## src/rtl/clk_div_if.sv

```systemverilog
// Control/status bundle of the programmable clock divider.
interface clk_div_if #(
  parameter int unsigned CNT_W = 8
) ();
  logic             en;
  logic [CNT_W-1:0] div_ratio;
  logic             load;
  logic             clk_out;
  logic             tick;
  logic [CNT_W-1:0] cur_div;
  logic             load_pend;

  modport master (
    output en, div_ratio, load,
    input  clk_out, tick, cur_div, load_pend
  );

  modport slave (
    input  en, div_ratio, load,
    output clk_out, tick, cur_div, load_pend
  );
endinterface

```

## src/rtl/clk_div_prog.sv

```systemverilog
// Runtime-programmable 50% duty-cycle integer clock divider with glitch-free
// ratio changes at period boundaries, per-period tick and clean stop.
module clk_div_prog #(
  parameter int unsigned CNT_W       = 8,
  parameter int unsigned DEFAULT_DIV = 4
) (
  input logic     clk4,
  input logic     rst_n,
  clk_div_if.slave bus
);

  localparam logic [CNT_W-1:0] DEF_DIV = CNT_W'(DEFAULT_DIV);
  localparam logic [CNT_W-1:0] MIN_DIV = CNT_W'(2);

  typedef enum logic {S_IDLE, S_RUN} state_t;

  state_t           state_q, state_d;
  logic [CNT_W-1:0] cnt_q, cnt_d;
  logic [CNT_W-1:0] cur_div_q, cur_div_d;
  logic [CNT_W-1:0] pend_q, pend_d;
  logic             pend_v_q, pend_v_d;
  logic             p_q, p_d;
  logic             tick_q, tick_d;
  logic             odd_q, odd_d;
  logic             n_q;

  logic [CNT_W-1:0] ratio_san;
  logic [CNT_W-1:0] half;
  logic             boundary;

  assign ratio_san = (bus.div_ratio < MIN_DIV) ? MIN_DIV : bus.div_ratio;
  assign half      = cur_div_q >> 1;
  assign boundary  = (cnt_q == (cur_div_q - CNT_W'(1)));

  // Next-state and waveform decode
  always_comb begin
    state_d   = state_q;
    cnt_d     = cnt_q;
    cur_div_d = cur_div_q;
    pend_d    = pend_q;
    pend_v_d  = pend_v_q;
    p_d       = 1'b0;
    tick_d    = 1'b0;
    odd_d     = odd_q;

    case (state_q)
      S_IDLE: begin
        // Stopped: any waiting or newly loaded ratio takes effect immediately
        pend_v_d = 1'b0;
        if (pend_v_q) cur_div_d = pend_q;
        if (bus.load) begin
          cur_div_d = ratio_san;
          pend_d    = ratio_san;
        end
        if (bus.en) begin
          state_d = S_RUN;
          p_d     = 1'b1;
          tick_d  = 1'b1;
          cnt_d   = CNT_W'(1);
          odd_d   = cur_div_d[0];
        end
      end

      S_RUN: begin
        p_d = (cnt_q < half);
        if (bus.load) begin
          pend_d   = ratio_san;
          pend_v_d = 1'b1;
        end
        if (boundary) begin
          cnt_d = '0;
          if (pend_v_q) cur_div_d = pend_q;
          // A load coinciding with the boundary waits for the next one
          pend_v_d = bus.load;
          if (!bus.en) state_d = S_IDLE;
        end else begin
          cnt_d = cnt_q + CNT_W'(1);
        end
        // Odd-extension flag only changes as p_q rises, when n_q is already low
        if (cnt_q == '0) begin
          tick_d = 1'b1;
          odd_d  = cur_div_q[0];
        end
      end

      default: state_d = S_IDLE;
    endcase
  end

  always_ff @(posedge clk4) begin
    if (!rst_n) begin
      state_q   <= S_IDLE;
      cnt_q     <= '0;
      cur_div_q <= DEF_DIV;
      pend_q    <= DEF_DIV;
      pend_v_q  <= 1'b0;
      p_q       <= 1'b0;
      tick_q    <= 1'b0;
      odd_q     <= DEF_DIV[0];
    end else begin
      state_q   <= state_d;
      cnt_q     <= cnt_d;
      cur_div_q <= cur_div_d;
      pend_q    <= pend_d;
      pend_v_q  <= pend_v_d;
      p_q       <= p_d;
      tick_q    <= tick_d;
      odd_q     <= odd_d;
    end
  end

  // Half-cycle stretch of the high phase for odd ratios
  always_ff @(negedge clk4) begin
    n_q <= p_q;
  end

  assign bus.clk_out   = p_q | (n_q & odd_q);
  assign bus.tick      = tick_q;
  assign bus.cur_div   = cur_div_q;
  assign bus.load_pend = pend_v_q;

endmodule
```

## src/flat_wrapper.sv

```systemverilog
// flat-port wrapper written by rule: the top's interface ports become plain ports
module clk_div_prog_flat 
#(
  parameter int unsigned CNT_W       = 8,
  parameter int unsigned DEFAULT_DIV = 4
)
  (clk4, rst_n, bus_en, bus_div_ratio, bus_load, bus_clk_out, bus_tick, bus_cur_div, bus_load_pend);
  clk_div_if #(.CNT_W(CNT_W)) bus_i ();
  input logic clk4;
  input logic rst_n;
  input wire logic [$bits(bus_i.en)-1:0] bus_en;
  input wire logic [$bits(bus_i.div_ratio)-1:0] bus_div_ratio;
  input wire logic [$bits(bus_i.load)-1:0] bus_load;
  output wire logic [$bits(bus_i.clk_out)-1:0] bus_clk_out;
  output wire logic [$bits(bus_i.tick)-1:0] bus_tick;
  output wire logic [$bits(bus_i.cur_div)-1:0] bus_cur_div;
  output wire logic [$bits(bus_i.load_pend)-1:0] bus_load_pend;
  assign bus_i.en = bus_en;
  assign bus_i.div_ratio = bus_div_ratio;
  assign bus_i.load = bus_load;
  assign bus_clk_out = bus_i.clk_out;
  assign bus_tick = bus_i.tick;
  assign bus_cur_div = bus_i.cur_div;
  assign bus_load_pend = bus_i.load_pend;
  clk_div_prog #(.CNT_W(CNT_W), .DEFAULT_DIV(DEFAULT_DIV)) u_core (.clk4(clk4), .rst_n(rst_n), .bus(bus_i));
endmodule
```

## config.mk

```make
export PLATFORM = sky130hd
export DESIGN_NAME = clk_div_prog_flat
export DESIGN_NICKNAME = d
export VERILOG_FILES = /design/src/rtl/clk_div_if.sv /design/src/rtl/clk_div_prog.sv /design/src/flat_wrapper.sv
export SDC_FILE = /design/constraint.sdc
export NUM_CORES = 1
export LEC_CHECK = 0
export BUFFER_PORTS_ARGS = -buffer_cell sky130_fd_sc_hd__buf_2
export CAP_MARGIN = 20
export CORE_ASPECT_RATIO = 1.5
export CORE_MARGIN = 4
export CORE_UTILIZATION = 45
export CTS_BUF_LIST = sky130_fd_sc_hd__clkbuf_4 sky130_fd_sc_hd__clkbuf_8 sky130_fd_sc_hd__clkbuf_16
export DETAILED_ROUTE_END_ITERATION = 6
export GPL_ROUTABILITY_DRIVEN = 0
export SLEW_MARGIN = 5
export SYNTH_ARGS = -nofsm -noshare
export SYNTH_HDL_FRONTEND = slang
export SYNTH_SLANG_ARGS = --single-unit
```

## constraint.sdc

```tcl
create_clock -name clk4 -period 5 [get_ports clk4]
set_input_delay 0.5 -clock clk4 [delete_from_list [all_inputs] [get_ports clk4]]
set_output_delay 0.5 -clock clk4 [all_outputs]
set_load 0.01 [all_outputs]
```

# Word level (Yosys, flattened, before mapping)
# Cells that the tools add are included.
dict set report op_classes {
  addsub 2
  n_reduce_logical 2
  bitwise_logic 3
  n_eq_ne 5
  mux 21
  n_lt_le_gt_ge 2
}
# op count
set op_table {}
lappend op_table {{two-way mux 8 bit} 7}
lappend op_table {{one-hot mux 8 bit (2 select lines)} 2}
lappend op_table {{one-hot mux 1 bit (2 select lines)} 5}
lappend op_table {{adder 8 x 1 -> 8 bit, second input constant} 1}
lappend op_table {{equality test 8 bit} 1}
lappend op_table {{logical NOT 8 bit} 1}
lappend op_table {{< comparator 8 x 2 -> 1 bit, second input constant} 1}
lappend op_table {{< comparator 8 x 7 -> 1 bit} 1}
lappend op_table {{subtractor 8 x 1 -> 8 bit, second input constant} 1}
lappend op_table {{two-way mux 1 bit} 7}
lappend op_table {{inequality test 2 bit, second input constant} 3}
lappend op_table {{inequality test 3 bit, second input constant} 1}
lappend op_table {{AND reduction 2 bit} 1}
lappend op_table {{AND 1 bit} 1}
lappend op_table {{NOT 1 bit} 1}
lappend op_table {{OR 1 bit} 1}
dict set report word_totals {
  in_bits 12
  ff_bits 30
  word_cells 44
  output_inout_bits 11
}

# Longest topological paths before layout
# Gate-level depths: netlist of the first run.
dict set report depth {
  word_depth 5
  ltp_mapped 10
}

==> out/results.ini, run 1 <==
[status]
outcome=finished clean

[global_routing]
grt_pass1_wl_mm=8.18
overflow=0
grt_max_degree=25
grtUsageTotal=0.209
grt_pass1_vias=1713
antenna_found_initial=0

[cells_and_area]
drive_above_1_share=0.163
diodes=0
final_core_util=0.523
nFillCells=391
fin_nets=259
syn2layout_area_growth_pct=11.9

[critical_path]
r2r_start=u_core.bus.cur_div[0]
max_stage_delay_ns=0.29
worstPathMaxFanout=1
startpoint_type=flip-flop
worstPathArrival_ns=3.41
cp.required_ns=4.50
reg2reg_slack_ns=1.75
cpMaxStageDelayCell=dfxtp_1
criticalPathCategory=flip-flop to output port
reg2reg_depth=8
end_kind=output port
path_cells=a21o_1, buf_2
reg2reg_to=u_core.bus.cur_div[7]

[floorplan]
ios=23
num_rows=28
die_x_um=60.1
initial_core_util=0.467
die_area_mm2=0.00518
die_y_um=86.2
core_area_mm2=0.00392

[cts]
cts_max_path_buffers=2
cts_made_buffers=5
htreeDepth=2
postCtsSetupRepairBufs=0
clk_latency_ns=0.33
cts_tree=done
cts_hold_buffers=0
cts-root-buf=clkbuf_8
cts.clk_slew.worst_paths_ns=0.06
postCtsResizedCells=0
clock-sinks=30

[job]
maxCapViolCount=0

[logic_synthesis]
synth_top_family_by_area=compound AO/OA/AOI/OAI gates
synth.avg_cell_area_um2=8.29
synthSimpleGateAreaFrac=0.222
ys_seq_area_frac=0.328
synth_top_cell_by_area=dfxtp_1
synth-seq-cells=30
yosysUniqueCellTypes=43
synth_nets=242
syn_area_mm2=0.00183
synth_area_leaders=dfxtp_1 33%, ha_1 6.1%, a32o_1 5.5%
synth-compound-area-share=0.255
synth.area.mux_share=0.0382
synthCells=221
async_flop_share=0
synth_ff_type=dfxtp_1
synth_top_area_share=0.328
synth_most_common_cell=dfxtp_1
synth_enable_flop_cells=0
yosys_warnings=0
synthAdderAreaFrac=0.0614
synth_xor_xnor_area_share=0.0382
synthTopCellsByCount=30 x dfxtp_1, 21 x nand2_1, 20 x nor2_1, 15 x inv_1, 11 x clkbuf_1

[timing]
slew_headroom=0.467
tns_ns=0
hold_violations=0
fin_skew_ns=0.0551
setup-violations-final=0
slew_violations=0
rsz0062_at_grt=no
tightest_slew_ns=0.799

[detailed_routing]
ant_nets=0
drtIter0Drc=53
wl_mm=4.86
vias=1727
dr.pass1.iters=4
drc=0
wire_per_inst_um=17.1
via_per_inst=6.08

[power_and_ir_drop]
power.leakage_nw=0.835
ir_drop_v=0.000182
power_density_mw_per_mm2=298

[worst_hold_path]
min_path_cells=2
min_to=u_core.odd_q
min_path_type=flip-flop to flip-flop
hp-start=u_core.odd_q

[placed_design]
hpwl_mm=3.53
io_buffers=22

==> registers in the layout (all words and copies together) (netlist names) <==
name	cells
u_core.odd_q	1
u_core.bus.load_pend	1
u_core.p_q	1
u_core.pend_q	8
u_core.n_q	1
u_core.bus.tick	1
u_core.cnt_q	8
u_core.state_q	1
u_core.bus.cur_div	8
==> cells in the final DEF (no fill, tap or decap), types with 8 or more instances in the layout <==
master / n
a21oi_1: 9
a32o_1: 10
buf_2: 22
dfxtp_1: 30
ha_1: 9
inv_1: 15
nand2_1: 21
nand3_1: 8
nor2_1: 20
o21ai_0: 9
==> metrics by stage <==
stage / setup slack [ns] / instances / hold WS [ns] / total power [mW] / cell area (um2)
after floorplan: 1.53 / 221 / 0.432 / 0.371 / 1830
after CTS: 1.08 / 284 / 0.466 / 0.619 / 2050
after detailed placement: 1.43 / 276 / 0.455 / 0.410 / 1960
final: 1.09 / 284 / 0.462 / 0.612 / 2050
after global placement: 1.44 / 276 / 0.449 / 0.409 / 1960
after global routing: 1.06 / 284 / 0.510 / 0.649 / 2050
==> cell type report <==
type / count / area, um2 / area share
Sequential cell: 30 / 601 / 0.293
Tap cell: 45 / 56.3 / 0.0274
Clock inverter: 2 / 8.76 / 0.00427
Inverter: 14 / 52.6 / 0.0256
Clock buffer: 7 / 90.1 / 0.0439
Multi-Input combinational cell: 163 / 1130 / 0.549
Timing Repair Buffer: 23 / 118 / 0.0573
==> power breakdown <==
part	internal [mW]	switching [mW]	total, mW
clock network	0.117	0.0919	0.209
registers	0.255	0.0195	0.274
logic	0.0536	0.0748	0.128
==> worst max-delay path: cells and delay by family, from the launching register on <==
kind,cells,cell delay [ns]
AO/OA/AOI/OAI,1,0.16
flip-flops,1,0.29
buffers and inverters,1,0.13
==> worst max-delay path by stage <==
stage                          start          end  depth (start not counted)
after CTS                 u_core.n_q  bus_clk_out                          2
after floorplan           u_core.n_q  bus_clk_out                          1
after global routing      u_core.n_q  bus_clk_out                          2
after detailed placement  u_core.n_q  bus_clk_out                          2
after global placement    u_core.n_q  bus_clk_out                          2
final                     u_core.n_q  bus_clk_out                          2
==> metal layers <==
layer	up-vias	wire, um	global-route usage
met4	0	97	0.0907
met1	832	1990	0.231
met2	30	2650	0.377
met3	8	113	0.0346
li1	857	-	-
met5	-	0	0
==> cells by family (layout without fill, tap and decap cells) <==
| group | count (synthesis) | count (layout) |
|---|---|---|
| flip-flops | 30 | 30 |
| adder cells (fa/ha/maj) | 9 | 9 |
| AND/OR/NAND/NOR | 80 | 80 |
| buffers and inverters | 28 | 46 |
| multiplexers | 7 | 7 |
| XOR/XNOR | 8 | 8 |
| AO/OA/AOI/OAI | 59 | 59 |
Power figures use the tool's default switching activity.
==> run 2: changes to the inputs <==
clock period = 3.9 ns   (was 5 ns; I/O delays follow)
==> run 2 against run 1 <==
  * Sequential power grew 28%
  * Register-to-register slack lost 0.99 ns
  * Critical path depth is the same
  * Die area is the same
  * Largest power group unchanged
==> out/results.ini, run 2 (synthesis results as in run 1) <==
[status]
outcome=finished clean  ; unchanged

[critical_path]
reg2reg_depth=8  ; unchanged
reg2reg_slack_ns=0.76  ; was 1.75 ns
worstPathMaxFanout=1  ; unchanged
worstPathArrival_ns=2.87  ; was 3.41 ns
reg2reg_to=u_core.bus.cur_div[3]  ; was u_core.bus.cur_div[7]
startpoint_type=flip-flop  ; unchanged
r2r_start=u_core.bus.cur_div[0]  ; unchanged
criticalPathCategory=flip-flop to output port  ; unchanged
end_kind=output port  ; unchanged
cp.required_ns=3.51  ; was 4.50 ns

[power_and_ir_drop]
power.leakage_nw=0.838  ; was 0.835 nW
finalPower_mw=0.844  ; was 0.612 mW
ir_drop_v=0.000302  ; was 0.000182 V
power_density_mw_per_mm2=407  ; was 298 mW/mm2

[cts]
clk_latency_ns=0.34  ; was 0.33 ns
cts_max_path_buffers=2  ; unchanged
htreeDepth=2  ; unchanged
cts_hold_buffers=0  ; unchanged
cts.clk_slew.worst_paths_ns=0.07  ; was 0.06 ns
cts-root-buf=clkbuf_8  ; unchanged
cts_made_buffers=5  ; unchanged
postCtsResizedCells=0  ; unchanged
clock-sinks=30  ; unchanged
postCtsSetupRepairBufs=0  ; unchanged
cts_tree=done  ; unchanged

[timing]
fin_skew_ns=0.0527  ; was 0.0551 ns
slew_headroom=0.479  ; was 0.467
slew_violations=0  ; unchanged
rsz0062_at_grt=no  ; unchanged
timing.hold.ws_ns=0.375  ; was 0.462 ns
setup_slack_ns=0.643  ; was 1.09 ns
tns_ns=0  ; unchanged
hold_violations=0  ; unchanged
tightest_slew_ns=0.781  ; was 0.799 ns
setup-violations-final=0  ; unchanged

[global_routing]
grt_max_degree=26  ; was 25
antenna_found_initial=0  ; unchanged
grtUsageTotal=0.215  ; was 0.209
grt_pass1_vias=1688  ; was 1713
overflow=0  ; unchanged
grt_pass1_wl_mm=8.48  ; was 8.18 mm

[worst_hold_path]
min_path_cells=3  ; was 2
hp-start=bus_div_ratio[2]  ; was u_core.odd_q
min_to=u_core.pend_q[2]  ; was u_core.odd_q
min_path_type=input pin to flip-flop  ; was flip-flop to flip-flop

[floorplan]
num_rows=28  ; unchanged
die_area_mm2=0.00518  ; unchanged
die_x_um=60.1  ; unchanged
ios=23  ; unchanged
core_area_mm2=0.00392  ; unchanged
initial_core_util=0.467  ; unchanged
die_y_um=86.2  ; unchanged

[detailed_routing]
dr.pass1.iters=4  ; unchanged
wire_per_inst_um=17.6  ; was 17.1 um
drc=0  ; unchanged
via_per_inst=6.13  ; was 6.08
ant_nets=0  ; unchanged
drtIter0Drc=62  ; was 53
wl_mm=5.00  ; was 4.86 mm
vias=1741  ; was 1727

[cells_and_area]
final_common_cell=dfxtp_1  ; unchanged
final_cell_mix=30 x dfxtp_1, 22 x buf_2, 21 x nand2_1, 20 x nor2_1, 15 x inv_1  ; unchanged
final_core_util=0.528  ; was 0.523
drive_above_1_share=0.163  ; unchanged
fin_nets=259  ; unchanged
diodes=0  ; unchanged
syn2layout_area_growth_pct=13.0  ; was 11.9%

[placed_design]
io_buffers=22  ; unchanged
hpwl_mm=3.64  ; was 3.53 mm
place_ws_ns=0.778  ; was 1.43 ns

[job]
maxCapViolCount=0  ; unchanged

==> run 2: cell types whose count changed in the layout (fill, tap and decap cells not counted), sizes merged <==
cell,delta
clkbuf,-1
clkinvlp,+1
bufinv,+1
clkinv,-1
==> run 2: layer usage <==
layer	share of wire	vias up	GRT usage	wire [um]
met3	0.037	10	0.0422	187
met2	0.53	43	0.373	2660
met4	0.025	0	0.0847	123
met5	0	-	0	0
li1	-	860	-	-
met1	0.41	828	0.251	2040
==> run 2: worst max-delay path by stage <==
stage / startpoint / to / slack, ns
after global routing: u_core.bus.cur_div[0] / u_core.bus.cur_div[4] / 0.53
after CTS: u_core.n_q / bus_clk_out / 0.63
after global placement: u_core.bus.cur_div[0] / u_core.bus.cur_div[7] / 0.85
after detailed placement: u_core.bus.cur_div[0] / u_core.bus.cur_div[3] / 0.78
final: u_core.n_q / bus_clk_out / 0.64
after floorplan: u_core.n_q / bus_clk_out / 1.09
==> run 2: final cells by class <==
type | instances | area, um2
repair buffers | 23 | 118
fillers | 404 | 1850
clock inverters | 3 | 41.3
clock buffers | 6 | 76.3
flip-flops and latches | 30 | 601
multi-input cells | 163 | 1130
well taps | 45 | 56.3
inverters | 14 | 52.6
==> run 2: power by group <==
group	internal (mW)	leakage, nW	switching (mW)
registers	0.326	0.247	0.0250
clock network	0.199	0.0602	0.129
logic	0.0684	0.531	0.0962
total	0.593	0.838	0.250
==> run 2: through the flow <==
stage	instance area, um2	instances
after floorplan	1830	221
after global placement	1960	276
after detailed placement	1960	276
after CTS	2070	284
after global routing	2070	284
final	2070	284
==> run 2: worst max-delay path, stage by stage (launching register included) <==
cell and delay (ns):
dfxtp_1 0.29, a21o_1 0.16, buf_2 0.13
